[src/rtl/aes_resp_buffer.sv]
// Response buffer behind the AES core: show-ahead byte FIFO plus a single-entry ack slot,
// drained by a slow host through synchronised, edge-detected pad strobes.
module aes_resp_buffer #(
  parameter int unsigned DEPTH = 16,
  localparam int unsigned AW = $clog2(DEPTH)
) (
  input  logic          clk,
  input  logic          rst,
  input  logic [7:0]    aes_data,
  input  logic          aes_data_valid,
  output logic          aes_data_ready,
  input  logic          aes_ack_valid,
  output logic          aes_ack_ready,
  input  logic [1:0]    aes_source_id,
  input  logic          pop_pin,
  input  logic          ack_clr_pin,
  input  logic          flush,
  output logic [7:0]    out_byte,
  output logic          out_valid,
  output logic          ack_pending,
  output logic [1:0]    ack_id,
  output logic [AW:0]   count,
  output logic          underflow
);

  localparam logic [AW:0] DepthW = (AW+1)'(DEPTH);

  typedef enum logic {AckEmpty, AckFull} ack_state_e;

  // Pad strobes: 2-flop synchroniser followed by a rising-edge detector.
  logic [1:0] pop_sync_q, clr_sync_q;
  logic       pop_prev_q, clr_prev_q;
  logic       pop_req, clr_req;

  always_ff @(posedge clk or posedge rst) begin
    if (rst) begin
      pop_sync_q <= 2'b00;
      clr_sync_q <= 2'b00;
      pop_prev_q <= 1'b0;
      clr_prev_q <= 1'b0;
    end else begin
      pop_sync_q <= {pop_sync_q[0], pop_pin};
      clr_sync_q <= {clr_sync_q[0], ack_clr_pin};
      pop_prev_q <= pop_sync_q[1];
      clr_prev_q <= clr_sync_q[1];
    end
  end

  assign pop_req = pop_sync_q[1] & ~pop_prev_q;
  assign clr_req = clr_sync_q[1] & ~clr_prev_q;

  // FIFO; pointers carry an extra wrap bit so occupancy is a plain difference.
  logic [7:0]  mem [DEPTH];
  logic [AW:0] wr_ptr_q, wr_ptr_d, rd_ptr_q, rd_ptr_d, count_next;
  logic        ready_q, ready_d;
  logic        underflow_q, underflow_d;
  logic        push, pop;

  assign count     = wr_ptr_q - rd_ptr_q;
  assign out_valid = (count != '0);
  assign out_byte  = out_valid ? mem[rd_ptr_q[AW-1:0]] : 8'h00;
  assign push      = aes_data_valid && ready_q;
  assign pop       = pop_req && out_valid;

  always_comb begin
    wr_ptr_d    = wr_ptr_q;
    rd_ptr_d    = rd_ptr_q;
    underflow_d = underflow_q;
    if (flush) begin
      wr_ptr_d    = '0;
      rd_ptr_d    = '0;
      underflow_d = 1'b0;
    end else begin
      if (push) wr_ptr_d = wr_ptr_q + 1'b1;
      if (pop) rd_ptr_d = rd_ptr_q + 1'b1;
      if (pop_req && !out_valid) underflow_d = 1'b1;
    end
    count_next = wr_ptr_d - rd_ptr_d;
    ready_d    = (count_next < DepthW);
  end

  always_ff @(posedge clk or posedge rst) begin
    if (rst) begin
      wr_ptr_q    <= '0;
      rd_ptr_q    <= '0;
      ready_q     <= 1'b0;
      underflow_q <= 1'b0;
    end else begin
      wr_ptr_q    <= wr_ptr_d;
      rd_ptr_q    <= rd_ptr_d;
      ready_q     <= ready_d;
      underflow_q <= underflow_d;
    end
  end

  // Storage needs no reset: out_byte is masked while empty.
  always_ff @(posedge clk) begin
    if (push && !flush) mem[wr_ptr_q[AW-1:0]] <= aes_data;
  end

  assign aes_data_ready = ready_q;
  assign underflow      = underflow_q;

  // Ack slot
  ack_state_e ack_state_q, ack_state_d;
  logic [1:0] ack_id_q, ack_id_d;

  always_comb begin
    ack_state_d = ack_state_q;
    ack_id_d    = ack_id_q;
    unique case (ack_state_q)
      AckEmpty: begin
        if (aes_ack_valid) begin
          ack_state_d = AckFull;
          ack_id_d    = aes_source_id;
        end
      end
      AckFull: begin
        if (clr_req) ack_state_d = AckEmpty;
      end
      default: ack_state_d = AckEmpty;
    endcase
  end

  always_ff @(posedge clk or posedge rst) begin
    if (rst) begin
      ack_state_q <= AckEmpty;
      ack_id_q    <= 2'b00;
    end else begin
      ack_state_q <= ack_state_d;
      ack_id_q    <= ack_id_d;
    end
  end

  assign ack_pending   = (ack_state_q == AckFull);
  assign ack_id        = ack_id_q;
  assign aes_ack_ready = !ack_pending && !rst;

endmodule

[config.mk]
export PLATFORM = sky130hd
export DESIGN_NAME = aes_resp_buffer
export DESIGN_NICKNAME = d
export VERILOG_FILES = /design/src/rtl/aes_resp_buffer.sv
export SDC_FILE = /design/constraint.sdc
export NUM_CORES = 1
export LEC_CHECK = 0
export CAP_MARGIN = 20
export CORE_MARGIN = 3
export CORE_UTILIZATION = 30
export DETAILED_ROUTE_END_ITERATION = 7
export HOLD_SLACK_MARGIN = 0.15
export PLACE_DENSITY_LB_ADDON = 0.05
export SLEW_MARGIN = 20
export SYNTH_ARGS = -nofsm -noshare
export SYNTH_HDL_FRONTEND = slang
export SYNTH_SLANG_ARGS = --single-unit
[constraint.sdc]
create_clock -name clk -period 11.4 [get_ports clk]
set_input_delay 3.42 -clock clk [delete_from_list [all_inputs] [get_ports clk]]
set_output_delay 3.42 -clock clk [all_outputs]
set_load 0.005 [all_outputs]
# After elaboration in Yosys (flattened, before gate mapping)
# Memory sizes are Yosys's and may differ from the RTL's.
# Cells that the tools add are included.
[word_totals]
ff_bits = 21
mem_bits_rw = 128
inputBits = 17
output_inout_bits = 20
elab_cells = 45
memories = 1
[mem_list]
columns = ["name", "words", "width", "rd", "rd_clocked_by_memory_dff", "write_ports", "line_no", "text"]
rows = [
  ["mem", 16, 8, 1, 0, 1, "53", "logic [7:0] mem [DEPTH];"],
]
[classes]
n_addsub = 4
order_cmp = 1
muxes = 12
bitwise_logic = 5
reduce_logical = 12
[op_table]
columns = ["cell", "n"]
rows = [
  ["5-bit two-way mux", 4],
  ["5-bit by 1-bit adder with 5-bit output (second input constant)", 2],
  ["5-bit subtractor", 2],
  ["8-bit two-way mux", 1],
  ["1-bit two-way mux", 6],
  ["1-bit logical AND", 5],
  ["5-bit less-than comparator (second input constant)", 1],
  ["5-bit nonzero test", 1],
  ["1-bit logical NOT", 4],
  ["1-bit inverter", 3],
  ["1-bit bitwise AND", 2],
  ["1-bit case mux with 2 select lines", 1],
  ["2-bit AND reduction", 1],
  ["2-bit nonzero test", 1],
]

# Logic depth before layout (Yosys ltp)
# Gate-level depths: netlist of the first run.
[depth]
depth_word = 7
ltp_mapped = 17
mapped_depth_nobuf = 17

# Worst setup path before layout of the first run
# OpenSTA, ideal clock, no wires.
[synth_timing]
path_kind = "input port to output port"
startpoint = "input rst"
endpoint = "output aes_ack_ready"
arrival_time_ps = 3526
required_ps = 7980
path_slack_ps = 4454
cell_stages = 1
n_path_buf = 0
cell_sequence = "nor2_1"
[synth_between]
elab_chain_len = 2
[synth_rtl]
columns = ["element", "line_no", "text"]
rows = [
  ["start: declaration", "8", "input logic rst,"],
  ["1-bit logical NOT", "137", "assign aes_ack_ready = !ack_pending && !rst;"],
  ["1-bit logical AND", "137", ""],
  ["end: declaration", "13", "output logic aes_ack_ready,"],
]
# No other way between the ends.

# Worst setup path in the final report of the first run
# Ends and elaborated chain as after synthesis.

==> results.cfg, run 1 <==
[worst_setup_path]
crit_start = rst
cp-end-kind = output pin
crit_path_max_fanout = 2
reg2reg_to = aes_data_ready
r2r_slack_ns = 6.68
startpoint_type = primary input
r2r_cells = 16
worst_path_largest_cell_delay_ns = 0.51
path_class = in2out
cp_slowest_cell = clkdlybuf4s50_1
critPathRequiredTime_ns = 7.98
path_cells = clkdlybuf4s50_1 > nor2_1 > clkdlybuf4s50_1
r2r-start = rd_ptr_q[1]
crit_top_cell = clkdlybuf4s50_1
worst_ep_arrival_time_ns = 4.45

[die]
ioPinCount = 37
die_area_mm2 = 0.0227
die_h_um = 151
core_mm2 = 0.0204
start_util = 0.308
die_x_um = 151
row_count = 52

[power_and_ir_drop]
finalPower_uw = 1510
ir_drop_mv = 0.103
total_leakage_power_uw = 0.00249
powerDensity_mw_per_mm2 = 200

[synth]
yosysUniqueCellTypes = 48
synth-async-reset-ratio = 0.141
synth_seq_area_share = 0.694
netlist.area_leader.share = 0.611
syn_area_per_cell_um2 = 18.2
ys_seq_elements = 149
yosys_warnings = 0
synth_ff_type = edfxtp_1
synth_area_mm2 = 0.00629
synth_nets = 376
synth_top_area_cell = edfxtp_1
synth_area_leaders = edfxtp_1, mux4_2, dfrtp_1
synthCells = 346
synth_edf_count = 128

[global_route]
grt_first_pass_wirelength_um = 21600
antenna_found_initial = 0
grt_pass1_vias = 3356
overflow = 0
grtUsageTotal = 0.136
grt_max_degree = 41

[cells_and_area]
diodes = 0
layout.nets = 421
fill_cells = 1951
final_cell_count_no_fill = 674
syn_to_final_growth_pct = 19.8
drive_above_1_share = 0.208

[timing]
tightestPinTransition_ns = 1.03
slew_viol_final = 0
setup_viol_count_final = 0
period_share = 0.691
max_slew_margin = 0.314
holdWs_ns = 0.353
rsz0062_at_grt = no
fmax_mhz = 127
hold_violations = 0
clock-skew-final_ns = 0.00652
period_needed_ns = 7.87
fin_setup_tns_ns = 0

[clocking]
cts.repair.resized = 0
clkSinkCount = 149
cts_setup_buffers = 0
cts_buffers = 17
clock-root-buffer = clkbuf_16
cts_tree = built
path_clk_slew_ns = 0.06
hold_buffers = 0
htree_levels = 4
cts_buffer_depth = 2
insertion_delay_ns = 0.41

[routing]
finalWirelength_um = 14400
wl_per_cell_um = 21.3
drt-initial-drc-count = 184
postRouteAntennaNets = 0
drcViolationCount = 0
vias = 3178
dr.pass1.iters = 4
viasPerCell = 4.72

[hold_path]
hp-start = pop_sync_q[0]
worst_hold_path_type = reg2reg
min_to = pop_sync_q[1]
hold_depth = 0

[placement]
portBuffers = 36
gp_congestion = 0.749
dp_hpwl_um = 9320
dpl.cell_count = 642

[status]
status = finished clean

[job]
maxCapViolCount = 0
placed cells by master (no fill, tap or decap), types with 3 or more instances in the layout:
cell type,n
xor2_1,7
buf_4,5
nor2_1,30
nand4_1,3
or2_1,3
dfrtp_1,20
inv_1,9
mux2i_1,3
nand2b_1,4
nand3b_1,3
mux4_2,37
clkbuf_16,17
nor2b_1,14
ha_1,12
mux4_1,3
nor3_1,4
xnor2_1,5
nand2_1,8
edfxtp_1,128
a21oi_1,6
clkinv_4,4
clkdlybuf4s50_1,36
logic make-up after synthesis:
logic type	count (synthesis)	synth area share
flip-flops	149	0.694
AND/OR/NAND/NOR	79	0.0644
multiplexers	45	0.153
buffers and inverters	26	0.0189
AO/OA/AOI/OAI	22	0.0253
adder cells (fa/ha/maj)	13	0.0270
XOR/XNOR	12	0.0167
routing by layer:
layer,vias to the layer above,GRT usage,share of wire,wire (um)
met5,-,0,0,0
li1,1450,-,-,-
met3,9,0.0329,0.030,438
met2,50,0.199,0.45,6520
met1,1669,0.200,0.51,7290
met4,0,0.0435,0.0099,143
per-stage QoR:
| stage | worst slack [ns] | instance area [um^2] | utilization |
|---|---|---|---|
| floorplan | 4.45 | 6290 | - |
| global placement | 3.52 | 6960 | 0.341 |
| detailed placement | 3.54 | 6960 | 0.341 |
| CTS | 3.52 | 7540 | 0.369 |
| global route | 3.49 | 7540 | 0.369 |
| finish | 3.53 | 7540 | 0.369 |
worst max path at each step:
stage,cells after the start,slack [ns],end
5_1_grt,3,3.49,aes_ack_ready
3_5_place_dp,3,3.54,aes_ack_ready
3_3_place_gp,3,3.52,aes_ack_ready
2_1_floorplan,1,4.45,aes_ack_ready
6_report,3,3.53,aes_ack_ready
4_1_cts,3,3.52,aes_ack_ready
final cells by class:
type,count,area [um^2],area share
Sequential cell,149,4370,0.580
Multi-Input combinational cell,171,1810,0.240
Clock buffer,18,429,0.0569
Timing Repair Buffer,41,398,0.0528
Tap cell,270,338,0.0448
Clock inverter,14,153,0.0202
Inverter,11,41.3,0.00548
worst max-delay path, delay by kind of cell:
| family | cells | cell delay (ns) |
|---|---|---|
| and+or+nand+nor | 1 | 0.11 |
| buffers and inverters | 2 | 0.93 |
cells in the mapped netlist (2+ instances only):
master    number
edfxtp_1     128
mux4_2        37
nor2_1        30
dfrtp_1       21
nor2b_1       14
ha_1          12
clkbuf_1       9
inv_1          9
nand2_1        8
xor2_1         7
a21oi_1        6
xnor2_1        5
nand2b_1       4
nor3_1         4
mux2i_1        3
mux4_1         3
nand3b_1       3
nand4_1        3
or2_1          3
and3b_1        2
buf_1          2
buf_2          2
inv_2          2
mux2_2         2
nand3_1        2
o211ai_1       2
o21ai_2        2
registers in the layout, indices dropped and copies added, names as in the netlist:
signal / flops
mem: 128
rd_ptr_q: 5
wr_ptr_q: 5
ack_id: 2
clr_sync_q: 2
pop_sync_q: 2
ack_pending: 1
aes_data_ready: 1
clr_prev_q: 1
pop_prev_q: 1
underflow: 1
power breakdown:
group | internal, uW | leakage, uW | switching (uW) | total (uW)
clock | 325 | 0.000280 | 224 | 549
combinational | 173 | 0.000797 | 168 | 342
sequential | 607 | 0.00142 | 9.49 | 616
total | 1110 | 0.00249 | 402 | 1510
(Power assumes the default switching activity.)
==> run 2, diff against run 1 <==
==> constraint.sdc (replaced) <==
create_clock -name clk -period 7.91 [get_ports clk]
set_input_delay 2.373 -clock clk [delete_from_list [all_inputs] [get_ports clk]]
set_output_delay 2.373 -clock clk [all_outputs]
set_load 0.005 [all_outputs]
==> results.cfg, run 2 (synthesized netlist as in run 1, its figures left out) <==
[worst_setup_path]
cp-end-kind = output pin
worst_ep_arrival_time_ns = 3.58
crit_path_max_fanout = 10
path_class = reg2out
startpoint_type = register
critPathRequiredTime_ns = 5.54

[power_and_ir_drop]
total_leakage_power_uw = 0.00250
powerDensity_mw_per_mm2 = 288
ir_drop_mv = 0.132

[routing]
finalWirelength_um = 14300
drcViolationCount = 0
viasPerCell = 4.80
dr.pass1.iters = 4
postRouteAntennaNets = 0
vias = 3237
drt-initial-drc-count = 238
wl_per_cell_um = 21.3

[cells_and_area]
layout.nets = 421
drive_above_1_share = 0.210
final_common_cell = edfxtp_1
syn_to_final_growth_pct = 20.0
diodes = 0
final_area_mm2 = 0.00755
largest_register_ffs = 128
final_cell_mix = edfxtp_1, mux4_2, clkdlybuf4s50_1

[job]
maxCapViolCount = 0

[clocking]
cts.repair.resized = 0
clock-root-buffer = clkbuf_16
cts_tree = built
htree_levels = 4
cts_buffers = 17
cts_buffer_depth = 2
hold_buffers = 0
path_clk_slew_ns = 0.06
cts_setup_buffers = 0
clkSinkCount = 149
insertion_delay_ns = 0.42

[global_route]
grtUsageTotal = 0.137
overflow = 0
antenna_found_initial = 0
grt_pass1_vias = 3349
grt_first_pass_wirelength_um = 21800
grt-busiest-layer = met1
grt_max_degree = 41
met1_usage = 0.201
grt.met3_usage = 0.0323
grt_use_met2 = 0.198

[timing]
fmax_mhz = 168
clock-skew-final_ns = 0.00833
setup_viol_count_final = 0
slew_viol_final = 0
setup_ws_ns = 1.95
hold_violations = 0
rsz0062_at_grt = no
period_share = 0.753
period_needed_ns = 5.96
tightestPinTransition_ns = 1.02
max_slew_margin = 0.319
fin_setup_tns_ns = 0

[placement]
place_ws_ns = 2.14
dpl-instance-area_mm2 = 0.00696
portBuffers = 36
dp_hpwl_um = 9330
gp_congestion = 0.778

[hold_path]
worst_hold_path_type = reg2reg

[status]
status = finished clean

[die]
die_area_mm2 = 0.0227
row_count = 52
ioPinCount = 37
core_mm2 = 0.0204
die_x_um = 151
start_util = 0.308
die_h_um = 151
run 2: cell types whose count changed in the layout (fill, tap and decap cells not counted), moves of 2 or more:
cell,previous run,this run
clkinv_4,4,2
nor2_1,30,28
clkinv_2,2,4
nor2_2,1,3
run 2: worst max-delay path, stage by stage, from the launching register on:
cell	delay (ns)
dfrtp_1	0.46
inv_1	0.14
ha_1	0.25
fa_1	0.40
nand2b_1	0.16
a21oi_1	0.20
xor2_1	0.31
inv_2	0.15
nor2_2	0.50
nor2b_1	0.13
clkdlybuf4s50_1	0.47
run 2: worst paths after layout:
path / start / endpoint / slack [ns] / cells after the start
hold reg to reg: clr_sync_q[0] / clr_sync_q[1] / 0.35 / 0
max in group asynchronous: rst / rd_ptr_q[0] / 4.82 / 2
setup / recovery: wr_ptr_q[0] / out_byte[7] / 1.95 / 10
setup reg to reg: rd_ptr_q[1] / aes_data_ready / 3.41 / 16
hold / removal: clr_sync_q[0] / clr_sync_q[1] / 0.35 / 0
min in group asynchronous: rst / clr_sync_q[0] / 2.47 / 2
run 2: metrics by stage:
step           total power, uW  instances  hold slack [ns]   util
2_1_floorplan             1190        346            0.331      -
5_1_grt                   2290        674            0.371  0.370
3_3_place_gp              1400        642            0.333  0.341
3_5_place_dp              1410        642            0.347  0.341
4_1_cts                   2210        674            0.352  0.369
6_report                  2180        674            0.349  0.370
run 2: layout make-up:
cell class                 count  area (um^2)
inverter                      11         41.3
sequential                   149         4370
clock buffer                  18          429
multi-input combinational    171         1820
clock inverter                14          159
fill                        1950        12900
timing repair buffer          41          398
tap                          270          338
run 2: power breakdown:
group,switching [uW],total [uW],internal [uW],leakage [uW]
sequential,11.8,887,875,0.00142
combinational,239,489,250,0.000797
clock,309,802,493,0.000285
run 2: metal layers:
layer | wire length, um | vias to the layer above | share of wire
li1 | - | 1451 | -
met1 | 6740 | 1686 | 0.47
met2 | 6520 | 86 | 0.45
met3 | 900 | 14 | 0.063
met4 | 189 | 0 | 0.013
met5 | 0 | - | 0
==> run 3, diff against run 2 <==
==> constraint.sdc (replaced) <==
create_clock -name clk -period 6.2 [get_ports clk]
set_input_delay 1.86 -clock clk [delete_from_list [all_inputs] [get_ports clk]]
set_output_delay 1.86 -clock clk [all_outputs]
set_load 0.005 [all_outputs]
==> results.cfg, run 3 (synthesized netlist as in run 1, its figures left out) <==
[routing]
wl_per_cell_um = 21.5
drt-initial-drc-count = 197
viasPerCell = 4.69
postRouteAntennaNets = 0
finalWirelength_um = 14500
dr.pass1.iters = 5
vias = 3166
drcViolationCount = 0

[die]
die_h_um = 151
start_util = 0.308
ioPinCount = 37
die_area_mm2 = 0.0227
die_x_um = 151
row_count = 52
core_mm2 = 0.0204

[global_route]
grt_first_pass_wirelength_um = 22000
grt_max_degree = 38
antenna_found_initial = 0
grtUsageTotal = 0.137
overflow = 0
grt_pass1_vias = 3397

[power_and_ir_drop]
ir_drop_mv = 0.190
total_leakage_power_uw = 0.00250
seqPwrFrac = 0.410
p_sw_frac = 0.268
combPwrFrac = 0.226
p_int_uw = 2030
pwr-share-clk = 0.365
powerDensity_mw_per_mm2 = 368
p_switching_uw = 744

[cells_and_area]
multi_input_area_mm2 = 0.00181
layout.nets = 422
drive_above_1_share = 0.212
diodes = 0
largest_register_ffs = 128
regArea_mm2 = 0.00437
utilization = 0.369
final_cell_mix = edfxtp_1, mux4_2, clkdlybuf4s50_1
fill_cells = 1948
final_common_cell = edfxtp_1
syn_to_final_growth_pct = 19.9

[worst_setup_path]
path_class = reg2out
worst_ep_arrival_time_ns = 3.54
cp-end-kind = output pin
crit_path_max_fanout = 10
critPathRequiredTime_ns = 4.34
startpoint_type = register

[timing]
period_share = 0.872
hold_violations = 0
clock-skew-final_ns = 0.00567
tightestPinTransition_ns = 1.08
max_slew_margin = 0.280
slew_viol_final = 0
fmax_mhz = 185
rsz0062_at_grt = no
period_needed_ns = 5.40
fin_setup_tns_ns = 0
setup_viol_count_final = 0

[job]
maxCapViolCount = 0

[clocking]
clock-root-buffer = clkbuf_16
cts_setup_buffers = 0
cts_tree = built
insertion_delay_ns = 0.42
cts.repair.resized = 0
clkSinkCount = 149
cts_buffers = 17
hold_buffers = 0
htree_levels = 4
cts_buffer_depth = 2
path_clk_slew_ns = 0.06

[placement]
gp_congestion = 0.751
dp_hpwl_um = 9520
portBuffers = 36

[hold_path]
worst_hold_path_type = reg2reg

[status]
status = finished clean
run 3: cell count changes in the layout (fill, tap and decap cells not counted):
cell,delta
clkinv_1,-1
nor2_2,-2
clkinv_4,+2
inv_6,+2
clkinvlp_4,-1
bufinv_16,-1
clkbuf_1,-1
nor2_1,+2
buf_4,+1
run 3: final timing paths:
| path | startpoint | endpoint | slack (ns) | cells after the start |
|---|---|---|---|---|
| worst min register to register | pop_sync_q[0] | pop_sync_q[1] | 0.35 | 0 |
| worst max register to register | wr_ptr_q[0] | aes_data_ready | 1.78 | 17 |
| min in group asynchronous | rst | clr_sync_q[0] | 1.96 | 2 |
| max in group asynchronous | rst | rd_ptr_q[0] | 3.61 | 2 |
| worst max-delay path | wr_ptr_q[0] | out_byte[2] | 0.80 | 10 |
| worst min-delay path | pop_sync_q[0] | pop_sync_q[1] | 0.35 | 0 |
run 3: routing by layer:
layer	vias up	track usage	part of all wire
li1	1456	-	-
met1	1643	0.208	0.52
met2	57	0.197	0.44
met3	10	0.0332	0.032
met4	0	0.0367	0.0090
met5	-	0	0
run 3: worst max-delay path, stage by stage, from the launching register on:
cell	delay, ns
dfrtp_1	0.44
inv_1	0.12
ha_1	0.24
fa_1	0.40
nand2b_1	0.16
a21oi_1	0.20
xor2_1	0.30
inv_2	0.17
nor2_2	0.47
nor2b_1	0.14
clkdlybuf4s50_1	0.47
run 3: layout make-up:
cell class / count / area share
clock buffer: 17 / 0.0564
clock inverter: 15 / 0.0202
inverter: 11 / 0.00547
multi-input combinational: 171 / 0.240
sequential: 149 / 0.579
tap: 270 / 0.0448
timing repair buffer: 42 / 0.0537
run 3: through the flow:
| step | instances | setup WS (ns) | total power [uW] | area (um^2) | hold slack, ns |
|---|---|---|---|---|---|
| detailed placement | 643 | 1.20 | 1800 | 6970 | 0.335 |
| global route | 675 | 0.555 | 2900 | 7540 | 0.362 |
| CTS | 675 | 0.737 | 2810 | 7540 | 0.350 |
| finish | 675 | 0.795 | 2770 | 7540 | 0.349 |
| floorplan | 346 | 2.15 | 1510 | 6290 | 0.331 |
| global placement | 643 | 1.23 | 1790 | 6970 | 0.332 |
run 3: power by group through the flow:
| stage | Clock, uW | Sequential, uW | Combinational, uW |
|---|---|---|---|
| floorplan | 0 | 1150 | 364 |
| global placement | 0 | 1160 | 638 |
| detailed placement | 0 | 1160 | 642 |
| CTS | 1030 | 1140 | 642 |
| global route | 1080 | 1140 | 683 |
| finish | 1010 | 1140 | 626 |
